<file path="config.mk">
export PLATFORM = sky130hd
export DESIGN_NAME = display_scan_driver
export DESIGN_NICKNAME = d
export VERILOG_FILES = /design/src/rtl/display_scan_driver.sv
export SDC_FILE = /design/constraint.sdc
export NUM_CORES = 1
export LEC_CHECK = 0
export BUFFER_PORTS_ARGS = -buffer_cell sky130_fd_sc_hd__buf_2
export CORE_UTILIZATION = 52
export CTS_BUF_LIST = sky130_fd_sc_hd__clkbuf_8
export DETAILED_ROUTE_END_ITERATION = 7
export HOLD_SLACK_MARGIN = 0.03
export PLACE_DENSITY = 0.71
export SLEW_MARGIN = 25
export SYNTH_ARGS = -nofsm -noshare
export SYNTH_HDL_FRONTEND = slang
export SYNTH_SLANG_ARGS = --single-unit
</file>
<file path="constraint.sdc">
create_clock -name clk -period 3.1 [get_ports clk]
set_clock_uncertainty 0.15 [all_clocks]
set_input_delay 0.465 -clock clk [delete_from_list [all_inputs] [get_ports clk]]
set_output_delay 0.465 -clock clk [all_outputs]
set_load 0.05 [all_outputs]
</file>
<file path="src/rtl/display_scan_driver.sv">
// -----------------------------------------------------------------------------
// display_scan_driver
//
// Time-multiplexed driver for a six-digit, common-anode 7-segment clock
// display. Each digit owns one slot of SCAN_DIV clock cycles. A slot starts
// with BLANK_CYC cycles where every anode is off, which hides ghosting while
// the segment lines change. The rest of the slot drives the digit.
//
// All display inputs are sampled once per frame, at the start of slot 0.
// Every digit in that frame therefore comes from one coherent time value,
// even if the time source updates part way through the scan.
//
// Parameters
//   SCAN_DIV  : clk cycles per digit slot (>= 4)
//   BLANK_CYC : blanking cycles at the start of each slot (1 .. SCAN_DIV-1)
//   BLINK_DIV : clk cycles per blink half-period (>= 2)
//
// Ports
//   clk        : clock; all state changes on the rising edge
//   res        : synchronous reset, active-low
//   DIG0..DIG5 : BCD digits, DIG0 = seconds units .. DIG5 = hours tens
//   lz_en      : blank DIG5 when it is zero (leading-zero suppression)
//   dp_mask    : bit i lights the decimal point of digit i
//   blink_mask : bit i blinks digit i (time-set indication)
//   seg        : {g,f,e,d,c,b,a}, active-low, registered
//   dp         : decimal point, active-low, registered
//   an         : digit enables, active-low, an[i] selects digit i, registered
// -----------------------------------------------------------------------------
module display_scan_driver #(
  parameter int SCAN_DIV  = 50000,
  parameter int BLANK_CYC = 500,
  parameter int BLINK_DIV = 25000000
) (
  input  logic       clk,
  input  logic       res,
  input  logic [3:0] DIG0,
  input  logic [3:0] DIG1,
  input  logic [3:0] DIG2,
  input  logic [3:0] DIG3,
  input  logic [3:0] DIG4,
  input  logic [3:0] DIG5,
  input  logic       lz_en,
  input  logic [5:0] dp_mask,
  input  logic [5:0] blink_mask,
  output logic [6:0] seg,
  output logic       dp,
  output logic [5:0] an
);

  localparam int C_W = (SCAN_DIV  > 1) ? $clog2(SCAN_DIV)  : 1;
  localparam int B_W = (BLINK_DIV > 1) ? $clog2(BLINK_DIV) : 1;

  localparam logic [C_W-1:0] C_LAST = C_W'(SCAN_DIV - 1);
  localparam logic [B_W-1:0] B_LAST = B_W'(BLINK_DIV - 1);
  localparam logic [2:0]     K_LAST = 3'd5;

  // Per-slot state. It is derived from the slot counter, but it is kept as
  // its own register so the output stage only needs one bit.
  typedef enum logic {
    ST_BLANK = 1'b0,
    ST_DRIVE = 1'b1
  } slot_state_t;

  // ---------------------------------------------------------------------------
  // 7-segment decode, active-low {g,f,e,d,c,b,a}. Non-BCD codes stay dark.
  // ---------------------------------------------------------------------------
  function automatic logic [6:0] decode7(input logic [3:0] v);
    logic [6:0] s;
    case (v)
      4'd0:    s = 7'b1000000;
      4'd1:    s = 7'b1111001;
      4'd2:    s = 7'b0100100;
      4'd3:    s = 7'b0110000;
      4'd4:    s = 7'b0011001;
      4'd5:    s = 7'b0010010;
      4'd6:    s = 7'b0000010;
      4'd7:    s = 7'b1111000;
      4'd8:    s = 7'b0000000;
      4'd9:    s = 7'b0010000;
      default: s = 7'b1111111;
    endcase
    return s;
  endfunction

  // ---------------------------------------------------------------------------
  // State registers
  // ---------------------------------------------------------------------------
  logic [C_W-1:0]  c_q, c_d;               // cycle within slot
  logic [2:0]      k_q, k_d;               // digit index 0..5
  slot_state_t     state_q, state_d;
  logic [B_W-1:0]  blink_cnt_q, blink_cnt_d;
  logic            phase_q, phase_d;       // 1 = blinking digits dark

  logic [5:0][3:0] dig_snap_q, dig_snap_d;
  logic            lz_snap_q, lz_snap_d;
  logic [5:0]      dp_snap_q, dp_snap_d;
  logic [5:0]      blink_snap_q, blink_snap_d;

  logic [5:0]      an_q, an_d;
  logic [6:0]      seg_q, seg_d;
  logic            dp_q, dp_d;

  // Internal combinational terms
  logic            c_last;
  logic            frame_start;
  logic [5:0][3:0] dig_in;
  logic [3:0]      cur_dig;
  logic            lit;
  logic            lz_blank;

  assign dig_in = {DIG5, DIG4, DIG3, DIG2, DIG1, DIG0};

  // ---------------------------------------------------------------------------
  // Scan position and blink timebase
  // ---------------------------------------------------------------------------
  always_comb begin
    c_last      = (c_q == C_LAST);
    c_d         = c_last ? '0 : c_q + 1'b1;
    k_d         = k_q;
    if (c_last) begin
      k_d = (k_q == K_LAST) ? 3'd0 : k_q + 3'd1;
    end
    // State for the cycle that c_d will describe
    state_d     = (int'(c_d) < BLANK_CYC) ? ST_BLANK : ST_DRIVE;

    // The blink timebase runs freely and is independent of the scan
    blink_cnt_d = (blink_cnt_q == B_LAST) ? '0 : blink_cnt_q + 1'b1;
    phase_d     = (blink_cnt_q == B_LAST) ? ~phase_q : phase_q;
  end

  // ---------------------------------------------------------------------------
  // Frame snapshot: the inputs are latched only at slot 0, cycle 0.
  // ---------------------------------------------------------------------------
  always_comb begin
    frame_start  = (c_q == '0) && (k_q == 3'd0);
    dig_snap_d   = dig_snap_q;
    lz_snap_d    = lz_snap_q;
    dp_snap_d    = dp_snap_q;
    blink_snap_d = blink_snap_q;
    if (frame_start) begin
      dig_snap_d   = dig_in;
      lz_snap_d    = lz_en;
      dp_snap_d    = dp_mask;
      blink_snap_d = blink_mask;
    end
  end

  // ---------------------------------------------------------------------------
  // Output stage. This is computed from the current (c,k) and registered, so
  // the pins lag the scan position by one cycle. Cycle 0 of every slot is
  // always BLANK, so using the snapshot value from before this edge never
  // exposes stale data.
  // ---------------------------------------------------------------------------
  always_comb begin
    cur_dig  = dig_snap_q[k_q];
    lit      = (state_q == ST_DRIVE) && !(phase_q && blink_snap_q[k_q]);
    // Leading-zero suppression keeps the anode scanning but darkens the digit
    lz_blank = (k_q == K_LAST) && lz_snap_q && (cur_dig == 4'd0);

    an_d  = 6'b111111;
    seg_d = 7'b1111111;
    dp_d  = 1'b1;
    if (lit) begin
      an_d = ~(6'b000001 << k_q);
      if (!lz_blank) begin
        seg_d = decode7(cur_dig);
        dp_d  = ~dp_snap_q[k_q];
      end
    end
  end

  // ---------------------------------------------------------------------------
  // Registers
  // ---------------------------------------------------------------------------
  always_ff @(posedge clk) begin
    if (!res) begin
      c_q          <= '0;
      k_q          <= 3'd0;
      state_q      <= ST_BLANK;
      blink_cnt_q  <= '0;
      phase_q      <= 1'b0;
      dig_snap_q   <= '0;
      lz_snap_q    <= 1'b0;
      dp_snap_q    <= '0;
      blink_snap_q <= '0;
      an_q         <= 6'b111111;
      seg_q        <= 7'b1111111;
      dp_q         <= 1'b1;
    end else begin
      c_q          <= c_d;
      k_q          <= k_d;
      state_q      <= state_d;
      blink_cnt_q  <= blink_cnt_d;
      phase_q      <= phase_d;
      dig_snap_q   <= dig_snap_d;
      lz_snap_q    <= lz_snap_d;
      dp_snap_q    <= dp_snap_d;
      blink_snap_q <= blink_snap_d;
      an_q         <= an_d;
      seg_q        <= seg_d;
      dp_q         <= dp_d;
    end
  end

  assign an  = an_q;
  assign seg = seg_q;
  assign dp  = dp_q;

endmodule

</file>
==> results of run 1 <==
## flip-flops by register name (all words and copies together), names as in the netlist
register      flops
an                6
blink_cnt_q      25
blink_snap_q      6
c_q              16
dig_snap_q       24
dp                1
dp_snap_q         6
k_q               3
lz_snap_q         1
phase_q           1
seg               7
state_q           1
## metrics by stage
stage          power (mW)  instance area (sq um)  hold slack [ps]
2_1_floorplan       1.511                   4449            287.5
3_3_place_gp        1.584                   4795            298.8
3_5_place_dp        1.590                   4795            303.2
4_1_cts             2.420                   5001            194.9
5_1_grt             2.512                   5001            198.1
6_report            2.398                   5001            206.7
## cell usage in the layout, fill, tap and decap left out, drive strengths merged, types with 5 or more instances in the layout
| cell | count |
|---|---|
| nor4 | 8 |
| o21ai | 9 |
| and2 | 8 |
| nand2 | 100 |
| a21oi | 6 |
| and3 | 5 |
| buf | 60 |
| xnor2 | 26 |
| nand4 | 13 |
| nor3 | 14 |
| mux2 | 10 |
| clkbuf | 11 |
| xor2 | 14 |
| or4 | 5 |
| mux2i | 5 |
| inv | 16 |
| a21boi | 39 |
| and4 | 7 |
| nor2b | 5 |
| nand3 | 17 |
| nor2 | 58 |
| dfxtp | 97 |
| ha | 9 |
## final cells by class
class	count	area, sq um	share of cell area, %
inverter	15	56.30	1.126
tap	105	131.4	2.627
timing repair buffer	60	320.3	6.405
clock inverter	5	55.05	1.101
clock buffer	11	151.4	3.027
sequential	97	1942	38.83
multi-input combinational	385	2345	46.89
## path summary, 6_finish.rpt
kind / endpoint / slack (ps) / cells past startpoint
hold / removal: dp_snap_q[1] / 210 / 3
setup reg to reg: seg[3] / 490 / 8
hold reg to reg: dig_snap_q[3] / 310 / 2
setup / recovery: seg[3] / 490 / 8
## routing by layer
| metal | track usage, % | routed length, microns | vias to the layer above |
|---|---|---|---|
| met5 | 0 | 0 | - |
| met4 | 8.460 | 180 | 0 |
| met3 | 3.945 | 291 | 18 |
| met2 | 37.50 | 4390 | 64 |
| met1 | 28.10 | 4325 | 1733 |
| li1 | - | - | 1873 |
## power by group through the flow
stage	clock network, mW	logic, mW	registers, mW
global route	0.913	0.264	1.34
global placement	0	0.224	1.36
detailed placement	0	0.232	1.36
finish	0.837	0.231	1.33
floorplan	0	0.166	1.35
CTS	0.858	0.233	1.33
## cell families (layout without fill, tap and decap cells)
kind of cell             count (synthesis)  after routing  share of synthesized area, %
buffers and inverters                   43             91                         3.656
AND/OR/NAND/NOR                        248            248                         26.18
AO/OA/AOI/OAI                           71             71                         11.45
multiplexers                            17             17                         4.668
flip-flops                              97             97                         43.64
adder cells (fa/ha/maj)                  9              9                         2.531
XOR/XNOR                                40             40                         7.874
## critical path: stages, from the launching register on
cell,delay (ps)
dfxtp_1,730
mux2_2,410
nand2_1,60
and3_1,260
ha_1,210
and4_1,210
nor2_1,40
mux2_2,270
a32oi_1,190
==> metrics.md, run 1 <==
| Metric | Value |
|---|---|
| Slew at the pin closest to its max-slew limit | 1056 ps |
| Worst setup margin | 490.5 ps |
| Crit path capture type | flop |
| Placed cells | 662 |
| Setup violations, final | 0 |
| Post-CTS setup buffers | 0 |
| Num CTS Buffers | 9 |
| Nets | 616 |
| Post-route clock period utilization | 84.18% |
| Cell variety after synth | 43 |
| Combinational share of power | 9.6% |
| I/O Buffers | 52 |
| Pin count of the biggest net entering global routing | 38 |
| Max clock buf depth | 2 |
| Clock slew at reported path FFs | 90 ps |
| Drt drc | 0 |
| Root Buffer | clkbuf_8 |
| Part of the power in registers | 55.4% |
| Die height | 94.50 microns |
| Ys Warns | 0 |
| First-pass GRT wire length | 15.66 mm |
| Peak supply drop | 240.4 uV |
| DIE WIDTH | 94.50 microns |
| WS Path Type | flop to flop |
| Ys flop type | dfxtp_1 |
| CP Data Required Time | 3230 ps |
| # diodes | 0 |
| Fin. Hold Viols | 0 |
| CTS Sinks | 97 |
| Yosys reg bits | 97 |
| Post-CTS sizing | 0 |
| Most numerous cell in the Yosys netlist | nand2_1 |
| Via-to-Cell Ratio | 5.440 |
| Reg2reg start | k_q[1] |
| Max-capacitance violation count | 0 |
| Cell Pwr Density | 479.5 mW/mm^2 |
| Synth top cells by count | nand2_1 (99), dfxtp_1 (97), nor2_1 (58) |
| Total gr overflow | 0 |
| ANT nets after route | 0 |
| Main area contributors after synthesis | dfxtp_1 (44%), nand2_1 (8.4%), a21boi_0 (6.6%) |
| P_leak | 1.879 nW |
| Routed wire per std cell | 13.55 microns |
| Max Fclk | 383.2 MHz |
| Place WS | 510.4 ps |
| CTS tree | yes |
| Final Util | 60.56% |
| Cell internal pwr | 1.806 mW |
| # H-tree levels | 3 |
| Sw frac | 24.68% |
| Mapped Cells | 525 |
| Post-synthesis sequential area ratio | 43.64% |
| Mapped Nets | 573 |
| Clk pwr share | 34.9% |
| Final WL | 9.187 mm |
| Slew headroom | 28.86% |
| Clk_lat worst skew | 350 ps |
| Starting DRT DRC Count | 184 |
| Core Region | 0.008258 sq mm |
| Critical path fanouts, max | 16 |
| Share of cells above drive strength 1 | 16.06% |
| Via count of the first global-routing pass | 3571 |
| Layout Cells excl Fill | 678 |
| Initial antenna violation count | 0 |
| Placer Congestion | 0.8484 |
| Synthesized area | 0.004449 sq mm |
| Setup crit start kind | flop |
| Setup_tns | 0 ps |
| Post-cts hold buffer count | 0 |
| HP Start | dp_mask[1] |
| Unrepaired setup endpoints after global routing | no |
| Worst path arrival time | 2740 ps |
| Die area | 0.008930 sq mm |
| Post-synth EDFFs | 0 |
| Syn Area/Cell | 8.475 sq um |
| Via count | 3688 |
| Yosys top cell area share | 43.64% |
| 1st-pass router iterations | 4 |
| Area grow syn2layout | 12.40% |
| NetSw | 0.5917 mW |
| FP Rows | 33 |
| # IOs | 53 |
| Starting Density | 53.88% |
| Status | completed |
| Type of the tightest min-delay check | input port to flop |
| Hpwl dp | 6.682 mm |
| Dominant cell type by area after synthesis | dfxtp_1 |
| Layout filler cell count | 746 |
| Setup crit start | k_q[1] |
| Post-route minimum period | 2609 ps |
| Ys async rst share | 0% |
| Slew Limit Fails | 0 |
| Global Route Usage Sum | 22.18% |
Power figures use the tool's default switching activity.
==> inputs of run 2 (changes only) <==
PLACE_DENSITY = 0.74   (was 0.71)
clock period = 2.1 ns   (was 3.1 ns; I/O delays follow)
==> run 2 against run 1 <==
- the run now ends with setup timing left
- first-iteration DRC count increased by 15%
- combinational power up 140%
- critical path depth did not move
- cell area grew 14%
- hold slack got worse by 170 ps
- via count up 11%
- setup slack got worse by 590 ps
- routed wire length up 24%
- sequential power increased by 47%
- highest routed layer unchanged
==> metrics.md, run 2 (synthesis results as in run 1) <==
| Metric | Value |
|---|---|
| Metal2 WL | 5.599 mm (+28%) |
| Worst path arrival time | 2300 ps (-440 ps) |
| Share of cells above drive strength 1 | 29.89% (+14 points) |
| Layout Cells excl Fill | 744 (+9.7%) |
| P_leak | 2.300 nW (+22%) |
| I/O Buffers | 52 (unchanged) |
| Placed cells | 717 (+8.3%) |
| Hpwl dp | 7.443 mm (+11%) |
| Max Fclk | 454.2 MHz (+19%) |
| Setup violations, final | 9 (+9) |
| Cell Pwr Density | 624.7 mW/mm^2 (+30%) |
| Area grow syn2layout | 28.12% |
| Starting DRT DRC Count | 212 (+15%) |
| Critical path fanouts, max | 8 (-8) |
| Crit path capture type | flop |
| DIE WIDTH | 94.50 microns (unchanged) |
| Die area | 0.008930 sq mm (unchanged) |
| Placed cell areas | 0.005284 sq mm (+10%) |
| Drt drc | 0 (unchanged) |
| Max reg flops | 25 (unchanged) |
| WS Path Type | flop to flop |
| CP max stage delay | 440 ps (-290 ps) |
| Fin. Hold Viols | 0 (unchanged) |
| First-pass GRT wire length | 17.71 mm (+13%) |
| Unrepaired setup endpoints after global routing | yes |
| Pin count of the biggest net entering global routing | 38 (unchanged) |
| # diodes | 0 (unchanged) |
| Via count | 4103 (+11%) |
| Slew Limit Fails | 0 (unchanged) |
| Die height | 94.50 microns (unchanged) |
| Biggest regs | blink_cnt_q (25), dig_snap_q (24), c_q (16) |
| Peak supply drop | 301.2 uV (+25%) |
| Num CTS Buffers | 9 (unchanged) |
| Clock slew at reported path FFs | 100 ps (about the same) |
| FP Rows | 33 (unchanged) |
| Uppermost routed layer | met4 |
| Most common cell after layout, fill and taps aside | nand2_1 |
| Placer Congestion | 0.9440 (+11%) |
| Routed wire per std cell | 15.32 microns (+13%) |
| Biggest register | blink_cnt_q |
| Setup crit start kind | flop |
| Root Buffer | clkbuf_8 |
| Type of the tightest min-delay check | input port to flop |
| Top delay family on crit path | simple AND/OR/NAND/NOR gates |
| Total gr overflow | 0 (unchanged) |
| Max-capacitance violation count | 0 (unchanged) |
| ANT nets after route | 0 (unchanged) |
| Slew headroom | 66.02% (+37 points) |
| # IOs | 53 (unchanged) |
| DRT met1 WL | 5.068 mm (+17%) |
| Slew at the pin closest to its max-slew limit | 505.1 ps (-550.9 ps) |
| Via-to-Cell Ratio | 5.515 (+1.4%) |
| CTS tree | yes |
| Post-route clock period utilization | 104.8% (+21 points) |
| Worst hold margin | 34.97 ps (-171.7 ps) |
| Final WL | 11.40 mm (+24%) |
| Layout filler cell count | 634 (-15%) |
| Starting Density | 53.88% (unchanged) |
| CTS Sinks | 97 (unchanged) |
| Status | finished, violations left |
| Core Region | 0.008258 sq mm (unchanged) |
| Worst setup margin | -101.7 ps (-592.2 ps) |
| Crit-path cells | nor2b_2 -> nor2b_2 -> nor3_4 -> buf_4 -> buf_4 -> ha_1 -> nor2_1 -> o21ai_1 |
| Via count of the first global-routing pass | 3902 (+9.3%) |
| 1st-pass router iterations | 5 (+1) |
| Post-route minimum period | 2202 ps (-407.8 ps) |
| Initial antenna violation count | 0 (unchanged) |
| Setup_tns | -538.7 ps (-538.7 ps) |
| CP bufs+invs | 2 (+2) |
| DR WL met3 | 569 microns (+96%) |
| # H-tree levels | 3 (unchanged) |
| Global Route Usage Sum | 25.29% (+3.1 points) |
| CP Data Required Time | 2200 ps (-1030 ps) |
| Failing checks | setup timing |
| Place WS | -204.8 ps (-715.1 ps) |
| Final Util | 69.03% (+8.5 points) |
| Clk_lat worst skew | 360 ps (about the same) |
| Tot Pwr | 3.561 mW (+49%) |
| Design area | 0.005700 sq mm (+14%) |
| Commonest non-fill, non-tap cells in the layout | nand2_1 (99), dfxtp_1 (91), buf_4 (64) |
| Max clock buf depth | 2 (unchanged) |
| Crit-path slowest cell | dfxtp_2 |
| Nets | 682 (+11%) |
==> run 2: cell types whose count changed in the layout (fill, tap and decap cells not counted), sizes merged <==
cell / change
buf: +64
clkinv: +3
bufinv: -1
clkinvlp: -1
inv: +1
==> run 2: final timing paths <==
path                                      from              to  slack [ps]  cells after the start
worst min register to register  dig_snap_q[18]  dig_snap_q[18]         310                      2
worst min-delay path                dp_mask[0]    dp_snap_q[0]          30                      3
worst max-delay path                    k_q[0]          seg[1]        -100                      8
worst max register to register          k_q[0]          seg[1]        -100                      8
==> run 2: worst reg2reg max path: cells and delay by family (launching register included) <==
kind                       cells  cell delay, ps
AOI/OAI and AO/OA              1              70
adders and majority gates      1             340
buffers and inverters          2             300
DFF                            1             440
and+or+nand+nor                4             800
==> run 2: cell type report <==
type | count | area [sq um] | area share, %
flip-flops and latches | 97 | 1952 | 34.24
clock buffers | 9 | 123.9 | 2.173
multi-input cells | 385 | 2495 | 43.77
well taps | 105 | 131.4 | 2.305
inverters | 15 | 56.30 | 0.9877
repair buffers | 126 | 902.1 | 15.83
clock inverters | 7 | 40.04 | 0.7024
==> run 2: power breakdown <==
group | internal [mW] | switching (mW) | total [mW]
logic | 0.261 | 0.284 | 0.546
registers | 1.91 | 0.0447 | 1.96
clock network | 0.421 | 0.638 | 1.06
==> run 2: what timing repair did <==
item / 4_1_cts / 5_1_grt
endpoints found under the hold margin: 0 / 0
hold buffers: 0 / 0
setup endpoints to repair: 15 / 49
gates cloned: 0 / 5
buffers inserted: 6 / 0
pin swaps: 7 / 2
resized for setup: 27 / 35
==> run 2: layer usage <==
layer | GRT usage (%) | vias up
li1 | - | 2007
met1 | 30.71 | 1943
met2 | 44.75 | 137
met3 | 5.717 | 16
met4 | 7.071 | 0
met5 | 0 | -
==> inputs of run 3 (changes only) <==
CELL_PAD_IN_SITES_DETAIL_PLACEMENT = 1   (was not set)
CELL_PAD_IN_SITES_GLOBAL_PLACEMENT = 1   (was not set)
CORE_UTILIZATION = 41   (was 52)
PLACE_DENSITY = 0.77   (was 0.74)
==> run 3 against run 2 <==
- the flow still finishes with violations (setup timing)
- non-clock buffer count rose by 21
- cell area rose by 6.9%
- global-route usage rose by 0.62 points
- sequential cell count did not move
- largest cell class unchanged
- highest routed layer unchanged
==> metrics.md, run 3 (synthesis results as in run 1) <==
| Metric | Value |
|---|---|
| Post-route minimum period | 2401 ps (+199.1 ps) |
| Setup crit start kind | flop |
| Place WS | -293.9 ps (-89.15 ps) |
| DRT met1 WL | 6.225 mm (+23%) |
| Worst path arrival time | 2540 ps (+240 ps) |
| Metal2 WL | 7.909 mm (+41%) |
| Routed wire per std cell | 19.18 microns (+25%) |
| Combinational share of power | 14.2% (-1.1 points) |
| WS Path Type | flop to flop |
| Starting Density | 42.71% (-11 points) |
| Slew at the pin closest to its max-slew limit | 520.5 ps (+15.44 ps) |
| Crit-path slowest cell | or4_4 |
| I/O Buffers | 52 (unchanged) |
| Post-route clock period utilization | 114.3% (+9.5 points) |
| CTS Sinks | 97 (unchanged) |
| Setup violations, final | 46 (+37) |
| CP Data Required Time | 2240 ps (+40 ps) |
| DIE WIDTH | 106.2 microns (+12%) |
| Part of the power in registers | 48.7% (-6.2 points) |
| Sw frac | 26.45% (-0.71 points) |
| Peak supply drop | 458.4 uV (+52%) |
| Clk pwr share | 37.1% (+7.4 points) |
| Share of cells above drive strength 1 | 32.42% (+2.5 points) |
| Critical path fanouts, max | 16 (+8) |
| Global Route Usage Sum | 25.91% (+0.62 points) |
| Area grow syn2layout | 36.92% |
| Tot Pwr | 4.036 mW (+13%) |
| Worst setup margin | -300.9 ps (-199.1 ps) |
| Die height | 106.2 microns (+12%) |
| First-pass GRT wire length | 22.68 mm (+28%) |
| Max clock buf depth | 2 (unchanged) |
| Crit path capture type | flop |
| Num CTS Buffers | 9 (unchanged) |
| Initial antenna violation count | 0 (unchanged) |
| Hpwl dp | 9.204 mm (+24%) |
| # H-tree levels | 3 (unchanged) |
| Cell internal pwr | 2.968 mW (+14%) |
| Die area | 0.01127 sq mm (+26%) |
| Layout filler cell count | 1225 (+93%) |
| Root Buffer | clkbuf_8 |
| Clock slew at reported path FFs | 100 ps (about the same) |
| # IOs | 53 (unchanged) |
| Via-to-Cell Ratio | 5.480 (-0.63%) |
| CTS tree | yes |
| Via count | 4362 (+6.3%) |
| P_leak | 2.391 nW (+4.0%) |
| FP Rows | 37 (+12%) |
| Max-capacitance violation count | 0 (unchanged) |
| Pin count of the biggest net entering global routing | 34 (-11%) |
| Unrepaired setup endpoints after global routing | yes |
| Fin. Hold Viols | 0 (unchanged) |
| Status | finished, violations left |
| Via count of the first global-routing pass | 4717 (+21%) |
| Max Fclk | 416.5 MHz (-8.3%) |
| ANT nets after route | 0 (unchanged) |
| Starting DRT DRC Count | 214 (+0.94%) |
| CP max stage delay | 530 ps (+90 ps) |
| Cell Pwr Density | 662.5 mW/mm^2 (+6.0%) |
| Nets | 703 (+3.1%) |
| Commonest non-fill, non-tap cells in the layout | nand2_1 (97), dfxtp_1 (90), buf_4 (72) |
| Slew Limit Fails | 0 (unchanged) |
| Drt drc | 0 (unchanged) |
| Placer Congestion | 0.8872 (-6.0%) |
| Slew headroom | 64.98% (-1.0 points) |
| Failing checks | setup timing |
| Most common cell after layout, fill and taps aside | nand2_1 |
| Final WL | 15.27 mm (+34%) |
| Type of the tightest min-delay check | input port to flop |
| Total gr overflow | 0 (unchanged) |
| Biggest register | blink_cnt_q |
| Biggest regs | blink_cnt_q (25), dig_snap_q (24), c_q (16) |
| Clk_lat worst skew | 390 ps (+30 ps) |
| # diodes | 0 (unchanged) |
| NetSw | 1.068 mW (+10%) |
| Core Region | 0.01042 sq mm (+26%) |
| Uppermost routed layer | met4 |
| Max reg flops | 25 (unchanged) |
| 1st-pass router iterations | 4 (-1) |
| DR WL met3 | 570 microns (+0.18%) |
| Crit-path cells | or4_4 -> buf_4 -> nor2_1 -> and4_4 -> clkbuf_16 -> nand2_1 -> a21boi_0 |
==> run 3: repair_timing <==
item | 4_1_cts | 5_1_grt
cloned | 0 | 1
gates resized for setup | 28 | 37
pin swaps | 4 | 13
buffers inserted | 9 | 5
hold buffers | 12 | 2
hold endpoints to repair | 12 | 2
setup endpoints to repair | 48 | 66
==> run 3: cell type report <==
class,instances,area (sq um),area share [%]
clock buffers,9,123.9,2.033
repair buffers,147,1091,17.91
well taps,136,170.2,2.793
inverters,15,56.30,0.9242
flip-flops and latches,97,1956,32.10
clock inverters,7,118.9,1.951
multi-input cells,385,2576,42.29
==> run 3: critical path, delay by kind of cell, from the launching register on <==
family                 cells  cell delay [ps]
buffers and inverters      2              350
DFF                        1              330
AOI/OAI and AO/OA          1              260
and+or+nand+nor            4             1200
==> run 3: worst paths after layout <==
path,start,end,slack (ps),depth (start not counted)
hold / removal,DIG5[0],dig_snap_q[20],30,3
hold reg to reg,dig_snap_q[15],dig_snap_q[15],320,2
setup reg to reg,c_q[13],dig_snap_q[11],-300,7
setup / recovery,c_q[13],dig_snap_q[11],-300,7
==> run 3: power by group through the flow <==
stage / Sequential (mW) / Combinational (mW) / Clock (mW)
2_1_floorplan: 1.99 / 0.253 / 0
3_3_place_gp: 2.00 / 0.430 / 0
3_5_place_dp: 2.00 / 0.454 / 0
4_1_cts: 1.96 / 0.492 / 1.51
5_1_grt: 1.97 / 0.617 / 1.59
6_report: 1.97 / 0.572 / 1.50
==> run 3: metal layers <==
| layer | track usage, % | vias up |
|---|---|---|
| li1 | - | 2046 |
| met1 | 28.87 | 2151 |
| met2 | 47.22 | 116 |
| met3 | 6.131 | 49 |
| met4 | 10.12 | 0 |
| met5 | 0 | - |
==> run 3: metrics by stage <==
step / instances / area (sq um) / hold WS, ps / setup TNS, ps / util, %
after global placement: 752 / 5365 / 303.7 / -628.3 / 51.51
after CTS: 789 / 5893 / 30.15 / -462.6 / 56.58
after floorplan: 525 / 4524 / 287.5 / -176.0 / -
after detailed placement: 752 / 5365 / 306.3 / -2931 / 51.51
final: 796 / 6092 / 32.36 / -6028 / 58.49
after global routing: 796 / 6092 / 31.37 / -8399 / 58.49
